<file path="config.mk">
export PLATFORM = sky130hd
export DESIGN_NAME = xor_frame_checksum_flat
export DESIGN_NICKNAME = d
export VERILOG_FILES = /design/src/rtl/xor_frame_checksum_if.sv /design/src/rtl/xor_frame_checksum.sv /design/src/flat_wrapper.sv
export SDC_FILE = /design/constraint.sdc
export NUM_CORES = 1
export LEC_CHECK = 0
export CORE_ASPECT_RATIO = 0.6
export CORE_UTILIZATION = 52
export CTS_CLUSTER_DIAMETER = 100
export CTS_CLUSTER_SIZE = 25
export DETAILED_ROUTE_END_ITERATION = 10
export MAX_ROUTING_LAYER = met4
export PLACE_DENSITY = 0.93
export SLEW_MARGIN = 10
export SYNTH_ARGS = -nofsm -noshare
export SYNTH_HDL_FRONTEND = slang
export SYNTH_SLANG_ARGS = --single-unit
</file>
<file path="constraint.sdc">
create_clock -name clk -period 3.2 [get_ports clk]
set_clock_uncertainty 0.2 [all_clocks]
set_input_delay 0.64 -clock clk [delete_from_list [all_inputs] [get_ports clk]]
set_output_delay 0.64 -clock clk [all_outputs]
set_load 0.005 [all_outputs]
</file>
<file path="src/rtl/xor_frame_checksum_if.sv">
// Handshake bundle for xor_frame_checksum: word stream in, checksum result out.
// The master drives words and accepts results; the slave is the checksum block.
interface xor_frame_checksum_if #(
    parameter int WIDTH     = 8,
    parameter int FRAME_LEN = 4
);
    localparam int CW = $clog2(FRAME_LEN + 1);

    logic             in_valid;
    logic             in_ready;
    logic [WIDTH-1:0] in_data;
    logic             in_last;
    logic             out_valid;
    logic             out_ready;
    logic [WIDTH-1:0] out_xor;
    logic             out_parity;
    logic [CW-1:0]    out_count;

    modport master (
        output in_valid, in_data, in_last, out_ready,
        input  in_ready, out_valid, out_xor, out_parity, out_count
    );

    modport slave (
        input  in_valid, in_data, in_last, out_ready,
        output in_ready, out_valid, out_xor, out_parity, out_count
    );
endinterface

</file>
<file path="src/rtl/xor_frame_checksum.sv">
// Frame checksum: XOR of up to FRAME_LEN words, closed early by in_last,
// then held on the output handshake with parity and word count.
module xor_frame_checksum #(
    parameter int WIDTH     = 8,
    parameter int FRAME_LEN = 4,
    parameter int ODD       = 0
) (
    input  logic              clk,
    input  logic              rst_n,
    xor_frame_checksum_if.slave bus
);
    localparam int        CW       = $clog2(FRAME_LEN + 1);
    localparam logic [0:0] ACCUM   = 1'b0;
    localparam logic [0:0] HOLD    = 1'b1;
    localparam logic      ODD_BIT  = (ODD != 0);
    localparam logic [CW-1:0] LAST_IDX = CW'(FRAME_LEN - 1);

    logic [0:0]       state;
    logic [WIDTH-1:0] acc;
    logic [CW-1:0]    cnt;
    logic [WIDTH-1:0] acc_next;
    logic [CW-1:0]    cnt_next;
    logic             accept;
    logic             close;
    logic             release_result;

    assign bus.in_ready  = (state == ACCUM);
    assign bus.out_valid = (state == HOLD);

    assign accept         = bus.in_valid & bus.in_ready;
    assign acc_next       = acc ^ bus.in_data;
    assign cnt_next       = cnt + CW'(1);
    // The FRAME_LEN-th word closes the frame whether or not in_last is also set.
    assign close          = accept & (bus.in_last | (cnt == LAST_IDX));
    assign release_result = bus.out_valid & bus.out_ready;

    assign bus.out_parity = (^bus.out_xor) ^ ODD_BIT;

    // NOTE: state registers use non-blocking assignments so every flop samples
    // the pre-edge values of its neighbours, independent of statement order.
    always_ff @(posedge clk or negedge rst_n) begin
        if (!rst_n) begin
            state         <= ACCUM;
            acc           <= '0;
            cnt           <= '0;
            bus.out_xor   <= '0;
            bus.out_count <= '0;
        end else begin
            case (state)
                ACCUM: begin
                    if (accept) begin
                        acc <= acc_next;
                        cnt <= cnt_next;
                    end
                    if (close) begin
                        bus.out_xor   <= acc_next;
                        bus.out_count <= cnt_next;
                        state         <= HOLD;
                    end
                end
                HOLD: begin
                    if (release_result) begin
                        acc   <= '0;
                        cnt   <= '0;
                        state <= ACCUM;
                    end
                end
                default: state <= ACCUM;
            endcase
        end
    end
endmodule
</file>
<file path="src/flat_wrapper.sv">
// flat-port wrapper written by rule: the top's interface ports become plain ports
module xor_frame_checksum_flat 
#(
    parameter int WIDTH     = 8,
    parameter int FRAME_LEN = 4,
    parameter int ODD       = 0
)
  (clk, rst_n, bus_in_valid, bus_in_data, bus_in_last, bus_out_ready, bus_in_ready, bus_out_valid, bus_out_xor, bus_out_parity, bus_out_count);
  xor_frame_checksum_if #(.WIDTH(WIDTH), .FRAME_LEN(FRAME_LEN)) bus_i ();
  input  logic clk;
  input  logic rst_n;
  input wire logic [$bits(bus_i.in_valid)-1:0] bus_in_valid;
  input wire logic [$bits(bus_i.in_data)-1:0] bus_in_data;
  input wire logic [$bits(bus_i.in_last)-1:0] bus_in_last;
  input wire logic [$bits(bus_i.out_ready)-1:0] bus_out_ready;
  output wire logic [$bits(bus_i.in_ready)-1:0] bus_in_ready;
  output wire logic [$bits(bus_i.out_valid)-1:0] bus_out_valid;
  output wire logic [$bits(bus_i.out_xor)-1:0] bus_out_xor;
  output wire logic [$bits(bus_i.out_parity)-1:0] bus_out_parity;
  output wire logic [$bits(bus_i.out_count)-1:0] bus_out_count;
  assign bus_i.in_valid = bus_in_valid;
  assign bus_i.in_data = bus_in_data;
  assign bus_i.in_last = bus_in_last;
  assign bus_i.out_ready = bus_out_ready;
  assign bus_in_ready = bus_i.in_ready;
  assign bus_out_valid = bus_i.out_valid;
  assign bus_out_xor = bus_i.out_xor;
  assign bus_out_parity = bus_i.out_parity;
  assign bus_out_count = bus_i.out_count;
  xor_frame_checksum #(.WIDTH(WIDTH), .FRAME_LEN(FRAME_LEN), .ODD(ODD)) u_core (.clk(clk), .rst_n(rst_n), .bus(bus_i));
endmodule
</file>
==> results by group, run 1 <==
Clock tree
  – Post-cts resize count: 0
  – Htree depth: 1
  – Worst-path clk slew: approximately 0.080 ns
  – CTS Buffer Depth: 2
  – Root buf cell: clkbuf_8
  – Num CTS Buffers: 3
  – Worst-Skew Late Latency: about 0.27 ns
  – TritonCTS clock tree: built
  – Post-CTS setup buffers: 0
  – CTS hold repair buffers: 0
  – CTS sink count: 23

Route
  – Total Routed Length: 2570 µm
  – Antenna-violating nets left: 0
  – 1st-iter DRT viols: 36
  – Residual DRC: 0
  – Vias per std cell: approximately 5.3
  – Vias: approximately 850
  – Max Used Layer: met4
  – First-pass detailed-route iteration total: 7
  – Met3 WL post-DR: 111 µm
  – Met1 Wirelength: between 1000 and 1500 µm
  – Routed WL per cell: ~16 µm
  – Wire length on met2: around 1200 µm

Timing
  – RSZ-0062 raised after global routing: false
  – Final Hold Fails: 0
  – TNS Setup: 0 ns
  – Slew margin rel.: 0.450
  – Worst Tran Pin Value: 0.823 ns
  – Max frequency: between 300 and 400 MHz
  – Tmin final: roughly 2.6 ns
  – # setup viols final: 0
  – Tcrit/Tclk final: 0.809
  – Fin. max-slew vios: 0

Critical path
  – Critical path data arrival time: about 1.8 ns
  – Startpoint types: flip-flop
  – Critical Setup Path Class: flip-flop to output pin
  – Crit-path max FO: 3
  – CP Capture Type: output pin
  – Worst EP required: between 2 and 2.5 ns

Worst hold path
  – Worst hold path type: flip-flop to flip-flop

Layout
  – Most frequent cells in the layout: clkdlybuf4s50_1, dfrtp_1, nand2_1, xor2_1, o22ai_1
  – Fillcell total: roughly 130
  – Post-route non-filler standard cell count: ~160
  – Most common cell after layout, fill and taps aside: clkdlybuf4s50_1
  – Layout Utilization: 0.760
  – Layout Nets: between 100 and 150
  – Inserted Diodes: 0
  – Area added between synthesis and finish: 28.2%
  – Final cell area excluding filler cells: roughly 1500 µm²
  – Share of post-route cells with drive strength above 1: 0.135

Die
  – Initial Utilization: 0.593
  – Core area: 2000 µm²
  – Die Wd: 63.6 µm
  – Boundary pin count: 27
  – Num rows: 12
  – Die footprint: between 2000 and 2500 µm²
  – Die Y-Extent: 39.0 µm

Global routing
  – Largest net degree at the start of global routing: 24
  – Vias in the first global route: 925
  – Initial antenna violation count: 0
  – Remaining global-route overflow: 0
  – First-pass GRT wire length: 4400 µm
  – Global Route Usage Sum: 0.268

Synthesis
  – Syn Area/Cell: roughly 11 µm²
  – Seq cells post-synth: 23
  – Netlist cell types: 17
  – Synth Cell Area: between 1000 and 1500 µm²
  – Sequential-to-total area share from yosys stat: 0.486
  – Post-Synthesis Cells: 105
  – Synth warn: 0
  – Syn_nets: 120

Placed design
  – IO Port Bufs: 26
  – Placed Instances: about 160
  – Dpl cell area: 1470 µm²
  – Dpl hpwl: 1750 µm
  – GP Congestion: 0.844

Flow run
  – Max-cap viol count: 0

Power
  – Pwr per Cell Area: 1020 nW/µm²
  – Overall power: roughly 0.0016 W
  – Leak: just under 0.7 nW
  – Peak VDD IR: slightly above 0.4 mV

Outcome
  – Status: finished, final reports clean
==> flip-flops by register name, indices dropped and copies added, names as in the netlist <==
signal                cells
u_core.bus.out_count      3
u_core.bus.out_xor        8
u_core.bus.out_valid      1
u_core.acc                8
u_core.cnt                3
==> Yosys cell counts (all sizes together) <==
cell type | instances | area share
inv | 4 | 0.013
buf | 2 | 0.016
o22ai | 9 | 0.048
clkbuf | 3 | 0.0095
xor2 | 17 | 0.13
o211ai | 1 | 0.011
mux2 | 9 | 0.11
o21ai | 4 | 0.017
ha | 2 | 0.021
mux2i | 3 | 0.025
nand2 | 20 | 0.063
nor2b | 1 | 0.0053
xnor2 | 7 | 0.052
dfrtp | 23 | 0.49
==> report_power, final <==
group          switching [W]  internal, W
Clock              0.0000946    0.0000872
Combinational       0.000278     0.000503
Sequential          0.000157     0.000432
Total               0.000530      0.00102
==> cell type report <==
cell class                      count  area [µm²]  share of cell area
Sequential cell                    23         576               0.379
Tap cell                           28        35.0              0.0231
Multi-Input combinational cell     73         563               0.371
Clock inverter                      1        5.00             0.00330
Clock buffer                        3        41.3              0.0272
Inverter                            4        15.0             0.00989
Timing Repair Buffer               29         283               0.186
==> per-layer routing <==
metal	GRT usage	vias up
met5	-	-
met4	0.114	0
met3	0.0647	6
met2	0.460	30
met1	0.313	413
li1	-	403
==> worst max-delay path: stages, from the launching register on <==
cell and delay (ns):
dfrtp_1 0.41, xnor2_1 0.23, xnor2_1 0.17, xnor2_1 0.15
clkdlybuf4s50_1 0.51
==> metrics by stage <==
step,setup slack (ns),hold slack (ns)
global placement,0.804,0.298
floorplan,1.41,0.144
CTS,0.583,0.345
finish,0.613,0.338
detailed placement,0.742,0.330
global route,0.506,0.368
==> path summary, 6_finish.rpt <==
kind | end | start | slack, ns | cells after the start
min reg2reg | u_core.bus.out_count[2]$_DFFE_PN0P_ | u_core.bus.out_count[2]$_DFFE_PN0P_ | 0.34 | 2
min in group asynchronous | u_core.acc[2]$_DFFE_PN0P_ | rst_n | 0.52 | 2
min | u_core.bus.out_count[2]$_DFFE_PN0P_ | u_core.bus.out_count[2]$_DFFE_PN0P_ | 0.34 | 2
max | bus_out_parity | u_core.bus.out_xor[1]$_DFFE_PN0P_ | 0.61 | 4
max in group asynchronous | u_core.bus.out_count[2]$_DFFE_PN0P_ | rst_n | 2.05 | 2
max reg2reg | u_core.bus.out_xor[7]$_DFFE_PN0P_ | u_core.cnt[0]$_DFFE_PN0P_ | 0.96 | 4
==> logic make-up after synthesis <==
logic type | Yosys count | share of synthesized area
AND/OR/NAND/NOR | 21 | 0.0687
XOR/XNOR | 24 | 0.178
multiplexers | 12 | 0.133
flip-flops | 23 | 0.486
buffers and inverters | 9 | 0.0381
AO/OA/AOI/OAI | 14 | 0.0750
adder cells (fa/ha/maj) | 2 | 0.0211
(Power assumes the default switching activity.)
==> run 2: changes to the inputs <==
CORE_UTILIZATION = 49   (was 52)
PLACE_DENSITY = 0.89   (was 0.93)
clock period = 2.47 ns   (was 3.2 ns; I/O delays follow)
==> run 2 against run 1 <==
  * Global-route usage fell by 5.9 points
  * Clock-buffer cell count rose by 1
  * Non-clock buffer count increased by 2
  * Via count shrank 0.12%
  * Final area up 1.9%
  * Power is 28% higher
  * Critical path depth is the same
  * Combinational power increased by 29%
  * Critical path type unchanged
  * Largest cell class unchanged
  * Highest routed layer unchanged
==> results by group, run 2 (synthesis results as in run 1) <==
Outcome
  – Status: finished, final reports clean

Clock tree
  – Htree depth: 1
  – Root buf cell: clkbuf_8
  – Worst-path clk slew: ~0.080 ns
  – TritonCTS clock tree: built
  – Num CTS Buffers: 3
  – Worst-Skew Late Latency: around 0.26 ns
  – Post-cts resize count: 0
  – CTS Buffer Depth: 2
  – CTS sink count: 23

Worst hold path
  – Hold path endpoint: u_core.bus.out_count[1]$_DFFE_PN0P_
  – Hold Path Stages: 1
  – Worst hold path type: flip-flop to flip-flop
  – Hold_sp: u_core.bus.out_count[1]$_DFFE_PN0P_

Die
  – Initial Utilization: 0.531
  – Die footprint: 2620 µm²
  – Die Wd: approximately 65 µm
  – Die Y-Extent: 40.1 µm
  – Boundary pin count: 27
  – Num rows: 13
  – Core area: 2230 µm²

Timing
  – Tcrit/Tclk final: 0.958
  – Max frequency: between 400 and 500 MHz
  – TNS Setup: 0 ns
  – Slew margin rel.: 0.721
  – RSZ-0062 raised after global routing: false
  – Worst Tran Pin Value: about 0.42 ns
  – Final Hold Fails: 0
  – Tmin final: 2.37 ns
  – Fin. max-slew vios: 0
  – # setup viols final: 0

Route
  – 1st-iter DRT viols: 43
  – Routed WL per cell: between 10 and 15 µm
  – Residual DRC: 0
  – First-pass detailed-route iteration total: 4
  – Vias per std cell: between 5 and 6
  – Total Routed Length: 2380 µm
  – Antenna-violating nets left: 0
  – Vias: 851

Critical path
  – CP Capture Type: output pin
  – R2R setup slack: 0.45 ns
  – Worst EP required: roughly 1.8 ns
  – Critical Setup Path Class: flip-flop to output pin
  – Critical path data arrival time: 1.67 ns
  – FF-to-FF path depth: 5
  – Crit-path max FO: 3
  – Startpoint types: flip-flop
  – R2r endpoint: u_core.bus.out_xor[7]$_DFFE_PN0P_
  – Worst setup path startpoint: u_core.bus.out_xor[5]$_DFFE_PN0P_
  – RR Startpoint: u_core.cnt[0]$_DFFE_PN0P_

Layout
  – Fillcell total: about 160
  – Biggest regs: u_core.acc x8, u_core.bus.out_xor x8
  – Layout Nets: between 150 and 200
  – Most frequent cells in the layout: clkdlybuf4s50_1, dfrtp_1, nand2_1, xor2_1, o22ai_1
  – Post-route non-filler standard cell count: approximately 170
  – Most common cell after layout, fill and taps aside: clkdlybuf4s50_1
  – Inserted Diodes: 0
  – Share of post-route cells with drive strength above 1: 0.141
  – Area added between synthesis and finish: 30.7%

Power
  – Pwr per Cell Area: between 1000 and 1500 nW/µm²
  – Leak: roughly 0.71 nW
  – Peak VDD IR: between 0.5 and 0.6 mV
  – Logic pwr share: 0.510
  – Sw power: 0.000646 W
  – Sequential power share: 0.373
  – Clock group share of total power: 0.117
  – Int Pwr: ~0.0013 W
  – Switch share: 0.325

Global routing
  – Global Route Usage Sum: 0.209
  – Largest net degree at the start of global routing: 24
  – Vias in the first global route: about 770
  – Initial antenna violation count: 0
  – Remaining global-route overflow: 0
  – First-pass GRT wire length: 3690 µm

Placed design
  – IO Port Bufs: 26
  – GP Congestion: a little under 0.8
  – Placed Instances: 160
  – Dpl hpwl: 1680 µm

Flow run
  – Max-cap viol count: 0
-- run 2: cell count changes in the layout (fill, tap and decap cells not counted), sizes merged --
cell / change
buf: +2
clkbuf: +1
clkinv: -1
-- run 2: repair_timing --
item                                    CTS  global route
hold buffers                              0             0
endpoints found under the setup margin    0             1
setup buffers                             0             1
-- run 2: worst max-delay path by stage --
stage	end	slack, ns	cells past startpoint
3_5_place_dp	bus_out_parity	0.38	4
4_1_cts	bus_out_parity	0.08	4
5_1_grt	bus_out_parity	0.0009	4
3_3_place_gp	bus_out_parity	0.39	4
2_1_floorplan	u_core.bus.out_count[1]$_DFFE_PN0P_	0.68	5
6_report	bus_out_parity	0.10	4
-- run 2: layer usage --
metal | wire [µm] | global-route usage | share of wire
met5 | 0 | - | 0
met4 | 16 | 0.0598 | 0.0067
met3 | 112 | 0.0625 | 0.047
met2 | 1110 | 0.340 | 0.46
met1 | 1150 | 0.259 | 0.48
-- run 2: cell type report --
type,count,area [µm²],area share
clock buffers,4,45.0,0.0291
inverters,4,15.0,0.00971
flip-flops and latches,23,576,0.372
repair buffers,31,310,0.201
multi-input cells,73,563,0.364
well taps,30,37.5,0.0243
-- run 2: per-stage QoR --
step | utilization | total power [W] | cell area, µm² | setup slack (ns) | hold slack [ns]
final | 0.694 | 0.00199 | 1550 | 0.103 | 0.321
after floorplan | - | 0.00128 | 1180 | 0.675 | -0.00159
after detailed placement | 0.670 | 0.00175 | 1490 | 0.378 | 0.294
after global routing | 0.694 | 0.00214 | 1550 | 0.000898 | 0.337
after global placement | 0.670 | 0.00171 | 1490 | 0.389 | 0.298
after CTS | 0.691 | 0.00199 | 1540 | 0.0826 | 0.325
-- run 2: critical path, cell delays in order, from the launching register on --
cell and delay, ns:
dfrtp_1 0.41, xnor2_1 0.21, xnor2_1 0.15, xnor2_1 0.13
clkdlybuf4s50_1 0.51
-- run 2: power groups by stage --
stage	registers, W	logic [W]	clock network, W
finish	0.000743	0.00101	0.000233
global route	0.000766	0.00112	0.000253
CTS	0.000742	0.00101	0.000238
detailed placement	0.000746	0.00101	0
global placement	0.000722	0.000985	0
floorplan	0.000721	0.000563	0
